==> config.mk <==
export PLATFORM = sky130hd
export DESIGN_NAME = pipe_ctrl
export DESIGN_NICKNAME = d
export VERILOG_FILES = /design/src/rtl/pipe_ctrl_pkg.sv /design/src/rtl/pipe_ctrl_hazard_detect.sv /design/src/rtl/pipe_ctrl.sv
export SDC_FILE = /design/constraint.sdc
export NUM_CORES = 1
export LEC_CHECK = 0
export BUFFER_PORTS_ARGS = -buffer_cell sky130_fd_sc_hd__buf_2
export CORE_MARGIN = 3
export CORE_UTILIZATION = 25
export CTS_CLUSTER_DIAMETER = 150
export DETAILED_ROUTE_END_ITERATION = 12
export PLACE_DENSITY = 0.42
export SETUP_SLACK_MARGIN = 0.02
export SLEW_MARGIN = 5
export SYNTH_ARGS = -nofsm -noshare
export SYNTH_HDL_FRONTEND = slang
export SYNTH_HIERARCHICAL = 1
export SYNTH_SLANG_ARGS = --single-unit
==> constraint.sdc <==
create_clock -name clk_100MHz -period 3.9 [get_ports clk_100MHz]
set_input_delay 0.585 -clock clk_100MHz [delete_from_list [all_inputs] [get_ports clk_100MHz]]
set_output_delay 0.585 -clock clk_100MHz [all_outputs]
set_load 0.05 [all_outputs]
==> src/rtl/pipe_ctrl_pkg.sv <==
// pipe_ctrl_pkg: shared state encodings and control constants for the pipeline controller
package pipe_ctrl_pkg;

    typedef enum logic {
        S_RUN      = 1'b0,
        S_DIV_WAIT = 1'b1
    } state_e;

    localparam logic HOLD_ENABLE     = 1'b1;
    localparam logic JUMP_ENABLE     = 1'b1;
    localparam int   DIV_TIMEOUT_DEF = 64;

endpackage

==> src/rtl/pipe_ctrl_hazard_detect.sv <==
// hazard_detect: combinational load-use comparator between the EX load and the ID sources
module hazard_detect (
    input  logic       id_reg1_r_ena_i,
    input  logic       id_reg2_r_ena_i,
    input  logic [4:0] id_reg1_addr_i,
    input  logic [4:0] id_reg2_addr_i,
    input  logic       ex_mem_r_ena_i,
    input  logic       ex_reg_w_ena_i,
    input  logic [4:0] ex_reg_w_addr_i,
    output logic       hazard_o
);

    // x0 is never a real producer, so a load targeting it cannot create a hazard
    always_comb begin
        hazard_o = ex_mem_r_ena_i && ex_reg_w_ena_i && (ex_reg_w_addr_i != 5'd0) &&
                   ((id_reg1_r_ena_i && (id_reg1_addr_i == ex_reg_w_addr_i)) ||
                    (id_reg2_r_ena_i && (id_reg2_addr_i == ex_reg_w_addr_i)));
    end

endmodule

==> src/rtl/pipe_ctrl.sv <==
// pipe_ctrl: pipeline hold/flush/redirect sequencing with divide watchdog and perf counters
module pipe_ctrl
    import pipe_ctrl_pkg::*;
#(
    parameter int DIV_TIMEOUT = DIV_TIMEOUT_DEF,
    parameter int CNT_W       = 32
) (
    input  logic             clk_100MHz,
    input  logic             arst_n,
    input  logic             id_reg1_r_ena_i,
    input  logic             id_reg2_r_ena_i,
    input  logic [4:0]       id_reg1_addr_i,
    input  logic [4:0]       id_reg2_addr_i,
    input  logic             ex_mem_r_ena_i,
    input  logic             ex_reg_w_ena_i,
    input  logic [4:0]       ex_reg_w_addr_i,
    input  logic             ex_jump_ena_i,
    input  logic [31:0]      ex_jump_addr_i,
    input  logic             ex_div_start_i,
    input  logic             div_done_i,
    input  logic             mem_wait_i,
    output logic             hold_pc_o,
    output logic             hold_if_id_o,
    output logic             hold_id_ex_o,
    output logic             hold_ex_mem_o,
    output logic             flush_if_id_o,
    output logic             flush_id_ex_o,
    output logic             flush_ex_mem_o,
    output logic             jump_ena_o,
    output logic [31:0]      jump_addr_o,
    output logic             div_timeout_o,
    output logic [CNT_W-1:0] stall_cnt_o,
    output logic [CNT_W-1:0] flush_cnt_o
);

    localparam int DW = $clog2(DIV_TIMEOUT) + 1;

    state_e            state_q, state_d;
    logic              jmp_pend_q, jmp_pend_d;
    logic [31:0]       jmp_addr_q, jmp_addr_d;
    logic [DW-1:0]     div_cnt_q, div_cnt_d;
    logic              div_to_q, div_to_d;
    logic [CNT_W-1:0]  stall_cnt_q, flush_cnt_q;
    logic              load_use;
    logic              hold_pc, hold_if_id, hold_id_ex, hold_ex_mem;
    logic              flush_if_id, flush_id_ex, flush_ex_mem;
    logic              jump_ena;
    logic [31:0]       jump_addr;

    hazard_detect u_hazard (
        .id_reg1_r_ena_i (id_reg1_r_ena_i),
        .id_reg2_r_ena_i (id_reg2_r_ena_i),
        .id_reg1_addr_i  (id_reg1_addr_i),
        .id_reg2_addr_i  (id_reg2_addr_i),
        .ex_mem_r_ena_i  (ex_mem_r_ena_i),
        .ex_reg_w_ena_i  (ex_reg_w_ena_i),
        .ex_reg_w_addr_i (ex_reg_w_addr_i),
        .hazard_o        (load_use)
    );

    // Prioritised control decode; a jump seen during a memory wait is parked until the wait ends
    always_comb begin
        hold_pc      = 1'b0;
        hold_if_id   = 1'b0;
        hold_id_ex   = 1'b0;
        hold_ex_mem  = 1'b0;
        flush_if_id  = 1'b0;
        flush_id_ex  = 1'b0;
        flush_ex_mem = 1'b0;
        jump_ena     = 1'b0;
        jump_addr    = 32'd0;
        jmp_pend_d   = jmp_pend_q;
        jmp_addr_d   = jmp_addr_q;
        if (mem_wait_i) begin
            hold_pc     = HOLD_ENABLE;
            hold_if_id  = HOLD_ENABLE;
            hold_id_ex  = HOLD_ENABLE;
            hold_ex_mem = HOLD_ENABLE;
            if (ex_jump_ena_i && !jmp_pend_q) begin
                jmp_pend_d = 1'b1;
                jmp_addr_d = ex_jump_addr_i;
            end
        end else if (state_q == S_DIV_WAIT && !div_done_i) begin
            hold_pc      = HOLD_ENABLE;
            hold_if_id   = HOLD_ENABLE;
            hold_id_ex   = HOLD_ENABLE;
            flush_ex_mem = 1'b1;
        end else if (jmp_pend_q) begin
            jump_ena    = JUMP_ENABLE;
            jump_addr   = jmp_addr_q;
            flush_if_id = 1'b1;
            flush_id_ex = 1'b1;
            jmp_pend_d  = 1'b0;
        end else if (ex_jump_ena_i) begin
            jump_ena    = JUMP_ENABLE;
            jump_addr   = ex_jump_addr_i;
            flush_if_id = 1'b1;
            flush_id_ex = 1'b1;
        end else if (load_use) begin
            hold_pc     = HOLD_ENABLE;
            hold_if_id  = HOLD_ENABLE;
            flush_id_ex = 1'b1;
        end
    end

    // Divide wait sequencing: leave on done or once the watchdog count expires
    always_comb begin
        state_d   = state_q;
        div_cnt_d = div_cnt_q;
        div_to_d  = div_to_q;
        if (state_q == S_RUN) begin
            if (ex_div_start_i && !mem_wait_i) begin
                state_d   = S_DIV_WAIT;
                div_cnt_d = '0;
            end
        end else if (div_done_i) begin
            state_d = S_RUN;
        end else if (!mem_wait_i) begin
            if (div_cnt_q == DW'(DIV_TIMEOUT - 1)) begin
                state_d  = S_RUN;
                div_to_d = 1'b1;
            end else begin
                div_cnt_d = div_cnt_q + 1'b1;
            end
        end
    end

    // State, pending redirect, watchdog flag and free-running wrap counters
    always_ff @(posedge clk_100MHz or negedge arst_n) begin
        if (!arst_n) begin
            state_q     <= S_RUN;
            jmp_pend_q  <= 1'b0;
            jmp_addr_q  <= 32'd0;
            div_cnt_q   <= '0;
            div_to_q    <= 1'b0;
            stall_cnt_q <= '0;
            flush_cnt_q <= '0;
        end else begin
            state_q     <= state_d;
            jmp_pend_q  <= jmp_pend_d;
            jmp_addr_q  <= jmp_addr_d;
            div_cnt_q   <= div_cnt_d;
            div_to_q    <= div_to_d;
            stall_cnt_q <= stall_cnt_q + CNT_W'(hold_pc);
            flush_cnt_q <= flush_cnt_q + CNT_W'(jump_ena);
        end
    end

    assign hold_pc_o      = arst_n && hold_pc;
    assign hold_if_id_o   = arst_n && hold_if_id;
    assign hold_id_ex_o   = arst_n && hold_id_ex;
    assign hold_ex_mem_o  = arst_n && hold_ex_mem;
    assign flush_if_id_o  = arst_n && flush_if_id;
    assign flush_id_ex_o  = arst_n && flush_id_ex;
    assign flush_ex_mem_o = arst_n && flush_ex_mem;
    assign jump_ena_o     = arst_n && jump_ena;
    assign jump_addr_o    = arst_n ? jump_addr : 32'd0;
    assign div_timeout_o  = div_to_q;
    assign stall_cnt_o    = stall_cnt_q;
    assign flush_cnt_o    = flush_cnt_q;

endmodule

==> results of run 1 <==
## power breakdown
part | switching, uW | internal (uW) | total [uW] | leakage (uW)
clock network | 438 | 439 | 878 | 0.000131
registers | 155 | 1260 | 1410 | 0.00136
logic | 552 | 251 | 803 | 0.00176
## stage by stage
stage                     instances  utilization (%)  hold WS (ns)  area (sq um)
final                           912             32.2         0.185          6550
after detailed placement        896             30.9         0.448          6270
after floorplan                 481                -         0.289          5180
after CTS                       911             32.2         0.198          6540
after global placement          896             30.9         0.442          6270
after global routing            911             32.2         0.223          6540
## cell type report
type,count,area (sq um)
Inverter,14,52.6
Clock inverter,6,51.3
Fill cell,2128,13800
Timing Repair Buffer,167,853
Sequential cell,106,2650
Tap cell,270,338
Antenna cell,1,2.50
Clock buffer,9,225
Multi-Input combinational cell,339,2370
## synthesized netlist by cell type (6+ instances only)
| cell | count |
|---|---|
| clkbuf_1 | 14 |
| nor4_1 | 9 |
| a22oi_1 | 32 |
| ha_1 | 6 |
| xor2_1 | 36 |
| nand4_1 | 12 |
| dfrtp_1 | 106 |
| and4_1 | 9 |
| nand3_1 | 31 |
| xnor2_1 | 35 |
| mux2_2 | 32 |
| a21oi_1 | 7 |
| nand2_1 | 26 |
| and3_1 | 10 |
| inv_1 | 14 |
| nor3_1 | 20 |
| nor2_1 | 43 |
## placed cells by master (no fill, tap or decap), drive strengths merged, types with 2 or more instances in the layout
master	synthesis	final
o21ai	4	4
dfrtp	106	106
a21oi	7	7
nor3b	2	2
nand4	13	13
nor4	10	10
or4	2	2
a22oi	32	32
clkbuf	14	9
clkinvlp	0	2
nor2b	3	3
mux2	32	32
nor3	20	20
xnor2	35	35
and3	10	10
ha	6	6
inv	14	16
clkinv	0	2
nor4b	2	2
o22ai	2	2
xor2	36	36
and2	4	4
nand3	31	31
buf	8	167
nand2	26	26
nor2	43	43
and4	10	10
## kinds of logic (layout without fill, tap and decap cells)
family	Yosys count	after routing	share of synthesized area, %
flip-flops	106	106	51.2
other	0	1	0
XOR/XNOR	71	71	12.0
buffers and inverters	36	196	3.09
adder cells (fa/ha/maj)	6	6	1.45
AND/OR/NAND/NOR	177	177	18.0
multiplexers	32	32	6.95
AO/OA/AOI/OAI	53	53	7.27
## routing by layer
layer  GRT usage, %  vias to the layer above  part of all wire, %
met5              0                        -                    0
met4           3.84                        0                  1.5
met3           4.00                       14                  7.2
met2           20.3                      137                   47
met1           15.5                     2039                   45
li1               -                     2007                    -
## flip-flops by register name, summed over array words and instances, names as in the netlist
register,cells
state_q,1
div_cnt_q,7
jmp_pend_q,1
stall_cnt_o,32
jmp_addr_q,32
div_timeout_o,1
flush_cnt_o,32
## path summary, 6_finish.rpt
path / end / cells after the start
hold / removal: flush_cnt_o[15] / 1
setup reg to reg: stall_cnt_o[20] / 10
max in group asynchronous: jmp_addr_q[9] / 2
hold reg to reg: div_timeout_o / 1
min in group clk_100MHz: div_timeout_o / 1
setup / recovery: stall_cnt_o[20] / 13
## worst max-delay path, cell delays in order
cell	delay [ns]
buf_2	0.12
xor2_1	0.17
nor4_1	0.30
nand3_1	0.12
a21oi_1	0.25
nand2_1	0.08
nand2_1	0.14
ha_1	0.23
ha_1	0.25
nand2_1	0.16
nor3_1	0.56
nand4_1	0.19
xnor2_1	0.16
==> impl_results.md, run 1 <==
- Layout cells sized above 1: 34.3%
- Largest net degree at the start of global routing: slightly below 60
- Final Worst Setup Slack: about 0.80 ns
- Synth Instances: approximately 480
- Via count: 4,197
- Clock root cell: clkbuf_16
- Min-Delay Path Class: input pin to async pin
- Clock sinks: 106
- Die Wd: between 100 and 150 um
- CTS HTree Levels: 3
- RSZ-0062 raised after global routing: false
- Netlist Area Pre-Place: approximately 5200 sq um
- Die area: 22,500 sq um
- TNS Setup: 0 ns
- Crit Reg-Reg Startpoint: jmp_pend_q
- Post-CTS setup buffers: 0
- Pre-CTS WS: 0.406 ns
- Routed length per instance: 14.9 um
- FFs w/ async S/R, synth: 100%
- # DRC: 0
- CORE AREA: ~20,000 sq um
- Fin. Hold Viols: 0
- Cell Pwr Density: 473 nW/um^2
- Share of the synthesized area in the top cell type: 51.2%
- Setup violations, final: 0
- Mean Syn Cell Area: 10.8 sq um
- Max Fclk: 0.323 GHz
- Reg clk slew, reported paths: 0.08 ns
- Crit path from: ex_reg_w_addr_i[4]
- Flop2flop setup slack: 1.14 ns
- Cell row count: between 50 and 60
- IO Port Bufs: 161
- EDFF count, synth: 0
- Initial DRT Pass Iterations: 4
- Sequential fraction of the synthesis area: 51.2%
- Synth top area cells: dfrtp_1 (51%), mux2_2 (7.0%), xor2_1 (6.1%), xnor2_1 (5.9%), a22oi_1 (4.6%)
- CP Capture Type: register
- Fin crit share: slightly below 80%
- IR Drop Worst-Case VDD: approximately 200 uV
- Final nets: 700
- #FFs+latches synth: between 100 and 150
- Cts bufs inserted: 9
- Distinct cell type count after synthesis: 41
- First-pass GRT wire length: between 20,000 and 25,000 um
- Total GRT Usage: 12.4%
- Post-layout minimum cycle time: 3.10 ns
- CTS Buffer Depth: 2
- DRT antenna net count: 0
- Least-Margin Pin Slew: 0.741 ns
- Hold Buf Count CTS: 0
- Detailed placement HPWL: 9930 um
- Worst-skew pair later-pin latency: 0.35 ns
- GPL Wtd Cong: 0.807
- Vias per cell: approximately 4.6
- Initial Utilization: between 20% and 30%
- Prevailing post-synth register cell: dfrtp_1
- Slew Viols, Final: 0
- Leak: approximately 0.0032 uW
- Slew margin rel.: 50.6%
- Worst setup SP type: input pin
- Worst EP required: 4.14 ns
- Critical path peak fanout: 5
- WL final: 13,600 um
- Initial antenna violation count: 0
- Yosys Warn Count: 6
- Area growth from synthesis to layout: 26.3%
- Grt total ovfl: 0
- Die height: 150 um
- Synth Net Count: 544
- IO Count: 162
- Max-Cap Viols: 0
- 1st-iter DRT viols: approximately 120
- Clock skew: 0.0103 ns
- Critical path type: input pin to register
- Crit path DAT: 3.34 ns
- TritonCTS clock tree: built
- Synth area leader: dfrtp_1
- Pwr Total: 3100 uW
- Status: complete, no violations
- Vias in the first global route: 4,322
- Post-CTS Resized: 0
No activity file was read; power rests on OpenSTA's default activity.
==> run 2, diff against run 1 <==
--- a/config.mk
+++ b/config.mk
@@ -5,12 +5,13 @@
 export SDC_FILE = /design/constraint.sdc
 export NUM_CORES = 1
 export LEC_CHECK = 0
+export ABC_AREA = 1
 export BUFFER_PORTS_ARGS = -buffer_cell sky130_fd_sc_hd__buf_2
 export CORE_MARGIN = 3
 export CORE_UTILIZATION = 25
 export CTS_CLUSTER_DIAMETER = 150
 export DETAILED_ROUTE_END_ITERATION = 12
-export PLACE_DENSITY = 0.42
+export PLACE_DENSITY = 0.41
 export SETUP_SLACK_MARGIN = 0.02
 export SLEW_MARGIN = 5
 export SYNTH_ARGS = -nofsm -noshare
==> constraint.sdc (replaced) <==
create_clock -name clk_100MHz -period 3.1 [get_ports clk_100MHz]
set_input_delay 0.465 -clock clk_100MHz [delete_from_list [all_inputs] [get_ports clk_100MHz]]
set_output_delay 0.465 -clock clk_100MHz [all_outputs]
set_load 0.05 [all_outputs]
==> impl_results.md, run 2 <==
- Vias in the first global route: 5,212 (+21%)
- Grt total ovfl: 0 (unchanged)
- Largest net degree at the start of global routing: 59 (+1.7%)
- Vias per cell: 4.28 (-7.1%)
- Post-DP Area: 7110 sq um (+13%)
- Fin crit share: 88.3%
- First-pass GRT wire length: 27,600 um (+23%)
- Setup violations, final: 0 (unchanged)
- Die area: 25,800 sq um (+15%)
- Initial DRT Pass Iterations: 5 (+1)
- Total GRT Usage: 13.3% (+0.87 points)
- Netlist Area Pre-Place: 5980 sq um (+15%)
- Yosys Warn Count: 6 (unchanged)
- Status: complete, no violations
- Synth Instances: 741 (+54%)
- Die height: 161 um (+7.1%)
- Final nets: 966 (+38%)
- Synth top area cells: dfrtp_1 (44%), nand2_1 (15%), nor2_1 (9.5%), mux2_4 (7.5%), a22oi_1 (4.0%)
- Prevailing post-synth register cell: dfrtp_1
- Min-Delay Path Class: input pin to register
- Commonest non-fill, non-tap cells in the layout: nand2_1 (242), buf_2 (160), nor2_1 (151)
- Distinct cell type count after synthesis: 29 (-29%)
- TNS Setup: 0 ns (unchanged)
- Worst EP required: 2.63 ns (-1.51 ns)
- Leak: 0.00377 uW (+16%)
- Cts bufs inserted: 9 (unchanged)
- Leading cell type in the layout, fill and taps excluded: nand2_1
- Detailed placement HPWL: 12,800 um (+29%)
- Final Instance Count excl. Fillers: 1,220 (+34%)
- Max Fclk: around 0.37 GHz
- Max-Cap Viols: 0 (unchanged)
- Most frequent cells after synthesis: nand2_1 (242), nor2_1 (151), dfrtp_1 (106)
- Fin. Hold Viols: 0 (unchanged)
- RSZ-0062 raised after global routing: false
- Fillcell total: 2,488 (+17%)
- CP Capture Type: primary output
- IR Drop Worst-Case VDD: 230 uV (+17%)
- Worst-skew pair later-pin latency: 0.35 ns (about the same)
- WL final: 17,000 um (+25%)
- Clock root cell: clkbuf_16
- IO Count: 162 (unchanged)
- DRT antenna net count: 0 (unchanged)
- Sequential fraction of the synthesis area: 44.4% (-6.8 points)
- Crit path DAT: 2.27 ns (-1.07 ns)
- Clock skew: 0.0158 ns (+0.00547 ns)
- Synth Net Count: 804 (+48%)
- # diodes: 0 (-1)
- Placed cells: 1,204 (+34%)
- #FFs+latches synth: 106 (unchanged)
- Mean Syn Cell Area: 8.07 sq um (-25%)
- Post-layout minimum cycle time: 2.74 ns
- Die Wd: 161 um (+7.1%)
- GPL Wtd Cong: 0.762 (-5.5%)
- 1st-iter DRT viols: 242 (+100%)
- Critical path type: input pin to primary output
- Final Cell Area: 7410 sq um (+13%)
- Most common cell in the netlist: nand2_1
- Slew Viols, Final: 0 (unchanged)
- EDFF count, synth: 0 (unchanged)
- CORE AREA: 23,100 sq um (+14%)
- Critical path peak fanout: 31 (+26)
- Reg clk slew, reported paths: 0.08 ns (about the same)
- Area growth from synthesis to layout: 24.0%
- Pwr Total: 3990 uW (+29%)
- Slew margin rel.: 47.4% (-3.2 points)
- FFs w/ async S/R, synth: 100% (unchanged)
- CTS HTree Levels: 3 (unchanged)
- TritonCTS clock tree: built
- Post-CTS setup buffers: 0 (unchanged)
- Area of the multi-input gates: 3040 sq um (+28%)
- Initial Utilization: 25.9% (+0.41 points)
- Storage cell area: 2650 sq um (unchanged)
- Layout cells sized above 1: 25.1% (-9.2 points)
- Least-Margin Pin Slew: 0.789 ns (+0.0478 ns)
- Routed length per instance: 13.9 um (-6.8%)
- Cell row count: 55 (+5.8%)
- CTS Buffer Depth: 2 (unchanged)
- # DRC: 0 (unchanged)
- Share of the synthesized area in the top cell type: 44.4% (-6.8 points)
- Initial antenna violation count: 0 (unchanged)
- Via count: 5,218 (+24%)
- IO Port Bufs: 161 (unchanged)
- Synth area leader: dfrtp_1
- Worst setup SP type: input pin
- Clock sinks: 106 (unchanged)
- Cell Pwr Density: 538 nW/um^2 (+14%)
run 2: cell count changes after synthesis, moves of 20 or more:
cell and delta:
nor2_1 +108, nand2_1 +216, inv_1 +33, mux2_2 -30
mux2_4 +30, nand3b_1 +27, xnor2_1 -21, xor2_1 -20
run 2: routing by layer:
| metal | share of wire, % | vias up | GRT usage (%) |
|---|---|---|---|
| met1 | 49 | 2381 | 18.2 |
| met3 | 6.0 | 14 | 3.59 |
| met4 | 1.2 | 0 | 3.35 |
| met5 | 0 | - | 0 |
| li1 | - | 2688 | - |
| met2 | 44 | 135 | 20.7 |
run 2: critical path, stage by stage:
cell and delay, ns:
dlygate4sd3_1 0.59, buf_4 0.17, nand2_2 0.36, buf_4 0.30
nor2_1 0.10, buf_2 0.27
run 2: area by class of cell:
| class | count | area share, % |
|---|---|---|
| clock buffer | 10 | 3.09 |
| clock inverter | 5 | 0.861 |
| sequential | 106 | 35.8 |
| inverter | 51 | 2.58 |
| timing repair buffer | 166 | 11.4 |
| tap | 313 | 5.28 |
| multi-input combinational | 569 | 41.0 |
run 2: kinds of logic after synthesis:
kind of cell | count (synthesis) | synth area share [%]
fa+ha+maj | 6 | 1.26
buf+inv | 66 | 4.83
xor+xnor | 30 | 4.40
simple gates | 454 | 31.8
compound gates | 47 | 5.40
flops | 106 | 44.4
mux | 32 | 7.91
run 2: stage by stage:
stage | hold slack [ns] | utilization (%) | setup WS, ns
2_1_floorplan | 0.169 | - | 0.621
3_3_place_gp | 0.275 | 30.8 | 0.501
3_5_place_dp | 0.275 | 30.8 | 0.460
4_1_cts | 0.328 | 32.2 | 0.321
5_1_grt | 0.338 | 32.2 | 0.219
6_report | 0.353 | 32.2 | 0.362
run 2: path summary, 6_finish.rpt:
| kind | start | to | slack (ns) | depth (start not counted) |
|---|---|---|---|---|
| setup / recovery | arst_n | jump_addr_o[7] | 0.36 | 6 |
| hold / removal | ex_jump_addr_i[14] | jmp_addr_q[14] | 0.35 | 2 |
| setup reg to reg | state_q | flush_cnt_o[30] | 0.80 | 12 |
| hold reg to reg | div_timeout_o | div_timeout_o | 0.49 | 1 |
| max in group asynchronous | arst_n | stall_cnt_o[1] | 0.96 | 4 |
| min in group asynchronous | arst_n | div_timeout_o | 0.55 | 2 |
run 2: report_power, final:
| group | total (uW) | internal, uW | switching, uW |
|---|---|---|---|
| clock network | 1180 | 631 | 552 |
| registers | 1740 | 1570 | 175 |
| logic | 1060 | 350 | 713 |
| total | 3990 | 2550 | 1440 |
run 2: what timing repair did:
item                       CTS  global route
hold endpoints to repair     1             0
setup endpoints to repair    0             0
hold buffers                 1             0
gates resized for setup      0             0
